--- src/rtl/lif_sensory_neuron.sv ---
// lif_sensory_neuron
//   Leaky integrate-and-fire sensory neuron. Each integrate cycle the membrane
//   potential loses v >> LEAK_SHIFT, gains the input sample d, and saturates at
//   2^ACC_W-1. When the potential reaches the threshold, the neuron emits a
//   one-cycle spike, clears v and stays silent for REFRACT_CYC cycles.
//
//   Optional feature macro: SPIKE_COUNT_EN adds a saturating spike counter
//   (spike_cnt), which is cleared on reset and on every IDLE->INTEG transition.
//
// Ports
//   clk        in   1       rising-edge clock
//   rst_n      in   1       asynchronous active-low reset
//   start      in   1       enable; low forces IDLE (highest priority)
//   d          in   DATA_W  input sample, integrated in INTEG
//   th         in   ACC_W   firing threshold, 0 disables firing
//   y          out  1       registered one-cycle spike
//   v          out  ACC_W   registered membrane potential
//   refr       out  1       high while in REFR
//   spike_cnt  out  CNT_W   saturating spike count (SPIKE_COUNT_EN only)
//
// state | meaning
// IDLE  | disabled, v=0; one cycle here before integration starts
// INTEG | leak + accumulate each cycle, fire on v_nx >= th
// REFR  | refractory hold-off, v=0, d ignored
module lif_sensory_neuron #(
  parameter int DATA_W      = 7,
  parameter int ACC_W       = 10,
  parameter int LEAK_SHIFT  = 3,
  parameter int REFRACT_CYC = 4,
  parameter int CNT_W       = 8
) (
  input  logic              clk,
  input  logic              rst_n,
  input  logic              start,
  input  logic [DATA_W-1:0] d,
  input  logic [ACC_W-1:0]  th,
  output logic              y,
  output logic [ACC_W-1:0]  v,
  output logic              refr
`ifdef SPIKE_COUNT_EN
  ,
  output logic [CNT_W-1:0]  spike_cnt
`endif
);

  localparam int RC_W = (REFRACT_CYC > 0) ? $clog2(REFRACT_CYC + 1) : 1;
  localparam logic [RC_W-1:0] RC_LOAD = RC_W'(REFRACT_CYC);
  localparam logic [RC_W-1:0] RC_ONE  = RC_W'(1);

  typedef enum logic [1:0] {
    IDLE  = 2'd0,
    INTEG = 2'd1,
    REFR  = 2'd2
  } state_t;

  state_t          state, state_nx;
  logic [RC_W-1:0] rcnt, rcnt_nx;
  logic [ACC_W-1:0] v_nx;
  logic             y_nx;

  logic [ACC_W-1:0] leak;
  logic [ACC_W:0]   sum;
  logic [ACC_W-1:0] v_int;
  logic             fire;

  // leak <= v, so the subtraction cannot borrow; only the add can overflow
  assign leak  = v >> LEAK_SHIFT;
  assign sum   = {1'b0, v} - {1'b0, leak} + (ACC_W+1)'(d);
  assign v_int = sum[ACC_W] ? {ACC_W{1'b1}} : sum[ACC_W-1:0];
  assign fire  = (th != '0) && (v_int >= th);

  always_comb begin
    state_nx = state;
    rcnt_nx  = rcnt;
    v_nx     = v;
    y_nx     = 1'b0;
    if (!start) begin
      state_nx = IDLE;
      rcnt_nx  = '0;
      v_nx     = '0;
    end else begin
      case (state)
        IDLE: begin
          state_nx = INTEG;
          v_nx     = '0;
        end
        INTEG: begin
          if (fire) begin
            y_nx = 1'b1;
            v_nx = '0;
            if (REFRACT_CYC == 0) begin
              state_nx = INTEG;
            end else begin
              state_nx = REFR;
              rcnt_nx  = RC_LOAD;
            end
          end else begin
            v_nx = v_int;
          end
        end
        REFR: begin
          v_nx = '0;
          // the edge that takes the count to zero is also the edge into INTEG
          if (rcnt <= RC_ONE) begin
            state_nx = INTEG;
            rcnt_nx  = '0;
          end else begin
            rcnt_nx = rcnt - RC_ONE;
          end
        end
        default: begin
          state_nx = IDLE;
          rcnt_nx  = '0;
          v_nx     = '0;
        end
      endcase
    end
  end

  always_ff @(posedge clk or negedge rst_n) begin
    if (!rst_n) begin
      state <= IDLE;
      rcnt  <= '0;
      v     <= '0;
      y     <= 1'b0;
    end else begin
      state <= state_nx;
      rcnt  <= rcnt_nx;
      v     <= v_nx;
      y     <= y_nx;
    end
  end

  assign refr = (state == REFR);

`ifdef SPIKE_COUNT_EN
  always_ff @(posedge clk or negedge rst_n) begin
    if (!rst_n) begin
      spike_cnt <= '0;
    end else if (start && (state == IDLE)) begin
      spike_cnt <= '0;
    end else if (y_nx && (spike_cnt != {CNT_W{1'b1}})) begin
      spike_cnt <= spike_cnt + CNT_W'(1);
    end
  end
`endif

endmodule

--- config.mk ---
export PLATFORM = sky130hd
export DESIGN_NAME = lif_sensory_neuron
export DESIGN_NICKNAME = d
export VERILOG_FILES = /design/src/rtl/lif_sensory_neuron.sv
export SDC_FILE = /design/constraint.sdc
export NUM_CORES = 1
export LEC_CHECK = 0
export BUFFER_PORTS_ARGS = -buffer_cell sky130_fd_sc_hd__buf_2
export CAP_MARGIN = 20
export CORE_UTILIZATION = 56
export DETAILED_ROUTE_END_ITERATION = 12
export GPL_TIMING_DRIVEN = 0
export PLACE_DENSITY = 0.83
export REMOVE_ABC_BUFFERS = 1
export SLEW_MARGIN = 20
export SYNTH_ARGS = -nofsm -noshare
export SYNTH_HDL_FRONTEND = slang
export SYNTH_SLANG_ARGS = --single-unit
--- constraint.sdc ---
create_clock -name clk -period 4.8 [get_ports clk]
set_input_delay 0 -clock clk [delete_from_list [all_inputs] [get_ports clk]]
set_output_delay 0 -clock clk [all_outputs]
set_load 0.1 [all_outputs]
==> results.md <==
* Critical Path Max Stage Delay at 0.52 ns
* Gp weighted congestion at 0.837
* Total power at 948 µW
* Final ANT Viol Nets at 0
* Commonest non-fill, non-tap cells in the layout: inv_1 (39), buf_2 (31), ha_1 (26), nand2_1 (18), dfrtp_1 (16)
* Worst setup path end: rcnt[1]$_DFFE_PN0P_
* Max-cap viol count at 0
* H-tree Lvls at 1
* Outcome: completed
* Port buffer count at 31
* CP startpoint: v[4]$_DFF_PN0_
* R2R setup slack at 0.22 ns
* Layout cells sized above 1 at 0.236
* Crit Path Category: flip-flop to flip-flop
* Post-synthesis area per instance at 8.82 µm²
* CTS tree: done
* Vias in the first global route at 1326
* First-pass DRT Iterations at 4
* Slew Viols, Final at 0
* Nature of the critical path endpoint: flip-flop
* Die width at 56.6 µm
* Clock Sinks at 16
* Ports at 32
* Die Area at 3200 µm²
* Arr. time, crit path at 4.76 ns
* CTS root buffer: clkbuf_4
* DRT iter0 DRCs at 17
* Place WS at -0.383 ns
* WL final at 3280 µm
* Seq/Total Area, Yosys at 0.240
* Worst reg-to-reg path cell count at 17
* Post-DR vias/cell at 5.41
* Initial antenna violation count at 0
* Wire per inst at 12.6 µm
* Fin crit period at 4.58 ns
* Fill count at 230
* Crit-path cells: inv_1 > fa_1 > inv_1 > fa_1 > nor2b_1 > o2111ai_1 > a31oi_2 > o22ai_2 > xnor2_4 > buf_4 > nand2_1 > ha_1 > and3_1 > a221oi_2 > o21ai_4 > nand2_1 > mux2_2
* Setup ws final at 0.218 ns
* Critical path startpoint category: flip-flop
* Fmax at 0.218 GHz
* Layout area overhead at 18.5%
* CTS Buf Count at 3
* Worst-case vdd ir drop at 0.000341 V
* R2r endpoint: rcnt[1]$_DFFE_PN0P_
* Placed insts at 249
* Post-Synthesis Cells at 189
* Global-route wire length before repair at 5380 µm
* Storage cell area at 400 µm²
* Fin Clk Skew at 0.00885 ns
* P_leak at 0.00107 µW
* Routed via count at 1406
* Core Region at 2780 µm²
* CP Data Required Time at 4.98 ns
* Critical-path top delay cell: fa_1
* Register bit total from synthesis at 16
* Slew @ Worst Pin at 0.486 ns
* Fin nets at 283
* Crit Path Max Fanout at 14
* Power per cell area at 480 nW/µm²
* Clock Latency Late Sink at 0.29 ns
* Hold WC Path Type: input port to flip-flop
* Die Y at 56.6 µm
* Hpwl dp at 2530 µm
* Period utilization at 0.954
* Synth Cell Area at 1670 µm²
* Starting Density at 0.600
* GRT Util Overall at 0.211
* Commonest non-fill, non-tap cell in the layout: inv_1
* Non-filler cells, final at 260
* Fin. Hold Viols at 0
* DRC Markers at 0
* # diodes at 0
* Combined area of the multi-input logic cells at 1140 µm²
* Final setup fails at 0
* Final Util at 0.710
* Largest net degree at the start of global routing at 19
* Synth warn at 0
* Clk slew on worst S/H paths at 0.10 ns
* Crit Reg-Reg Startpoint: v[4]$_DFF_PN0_
* Clock buffer depth at 2
* Slew HR at 0.678
* Row Count at 19
* Post-synthesis cell type count at 41
* GRT Residual Overflow at 0
* Hold Slack at 0.0917 ns
per-layer routing:
metal	track usage	routed length (µm)
met5	0	0
met4	0.0418	16
met3	0.0207	71
met2	0.385	1690
met1	0.268	1500
layout make-up:
class | instances | share of cell area
repair buffers | 38 | 0.108
flip-flops and latches | 16 | 0.203
clock buffers | 4 | 0.0184
inverters | 39 | 0.0741
multi-input cells | 132 | 0.578
well taps | 31 | 0.0196
flip-flops by register name (all words and copies together), names as in the netlist:
signal  flops
y           1
rcnt        3
state       2
v          10
per-stage QoR:
| step | instance area (µm²) | setup TNS, ns |
|---|---|---|
| 6_report | 1980 | 0 |
| 3_5_place_dp | 1850 | -1.48 |
| 2_1_floorplan | 1650 | -1.07 |
| 4_1_cts | 1920 | 0 |
| 3_3_place_gp | 1850 | -1.07 |
| 5_1_grt | 1980 | -0.0244 |
kinds of logic after synthesis:
group,Yosys count,synth area share
fa+ha+maj,33,0.279
simple gates,41,0.122
buf+inv,41,0.0968
xor+xnor,11,0.0623
compound gates,44,0.181
flops,16,0.240
mux,3,0.0195
repair_timing:
| action | CTS | global route |
|---|---|---|
| endpoints found under the setup margin | 6 | 7 |
| hold endpoints to repair | 17 | 0 |
| pin swaps | 0 | 1 |
| setup buffers | 0 | 5 |
| resized for setup | 2 | 3 |
| hold buffers | 2 | 0 |
worst max-delay path: cells and delay by family (launching register included):
kind | cells | cell delay [ns]
AOI/OAI and AO/OA | 5 | 1.20
adders and majority gates | 3 | 1.30
xor gates and xnor gates | 1 | 0.31
buffers and inverters | 3 | 0.36
and+or+nand+nor | 4 | 0.58
DFF | 1 | 0.37
muxes | 1 | 0.34
cells in the mapped netlist:
| library cell | count | area share |
|---|---|---|
| a211o_1 | 1 | 0.0053 |
| a211oi_2 | 1 | 0.0075 |
| a21bo_2 | 1 | 0.0060 |
| a21o_1 | 4 | 0.018 |
| a21o_2 | 1 | 0.0053 |
| a21oi_1 | 15 | 0.045 |
| a221oi_1 | 1 | 0.0053 |
| a22oi_1 | 1 | 0.0045 |
| a311o_1 | 1 | 0.0060 |
| a311oi_2 | 1 | 0.0090 |
| a31oi_1 | 2 | 0.0075 |
| a41o_1 | 1 | 0.0060 |
| and2_1 | 1 | 0.0038 |
| and3_1 | 1 | 0.0038 |
| buf_6 | 1 | 0.0068 |
| clkbuf_1 | 1 | 0.0022 |
| dfrtp_1 | 16 | 0.24 |
| fa_1 | 7 | 0.084 |
| ha_1 | 26 | 0.20 |
| inv_1 | 39 | 0.088 |
| mux2_2 | 2 | 0.014 |
| mux2i_1 | 1 | 0.0060 |
| nand2_1 | 18 | 0.041 |
| nand2b_1 | 3 | 0.011 |
| nand3_1 | 2 | 0.0060 |
| nand4_1 | 3 | 0.011 |
| nor2_1 | 6 | 0.014 |
| nor2b_1 | 2 | 0.0075 |
| nor3_2 | 1 | 0.0060 |
| nor4_1 | 2 | 0.0075 |
| o2111ai_1 | 2 | 0.011 |
| o211ai_1 | 2 | 0.0090 |
| o21a_1 | 1 | 0.0045 |
| o21ai_0 | 7 | 0.021 |
| o21ai_1 | 1 | 0.0030 |
| o22ai_2 | 1 | 0.0075 |
| or2_2 | 1 | 0.0038 |
| or4_4 | 1 | 0.0068 |
| xnor2_1 | 6 | 0.032 |
| xnor2_2 | 1 | 0.0098 |
| xor2_1 | 4 | 0.021 |
report_power, final:
group | switching [µW] | total, µW | leakage (µW) | internal, µW
sequential | 18.0 | 174 | 0.000219 | 156
combinational | 416 | 684 | 0.000831 | 268
clock | 44.3 | 90.5 | 0.0000210 | 46.2
how the worst min path moves through the flow:
stage	start	endpoint	slack (ns)	depth (start not counted)
2_1_floorplan	rst_n	rcnt[0]$_DFFE_PN0P_	-0.30	0
3_3_place_gp	rst_n	rcnt[0]$_DFFE_PN0P_	-0.08	1
3_5_place_dp	rst_n	rcnt[0]$_DFFE_PN0P_	-0.07	1
4_1_cts	d[0]	v[0]$_DFF_PN0_	0.09	4
5_1_grt	d[0]	v[0]$_DFF_PN0_	0.13	4
6_report	d[0]	v[0]$_DFF_PN0_	0.09	4
No activity file was read; power rests on OpenSTA's default activity.
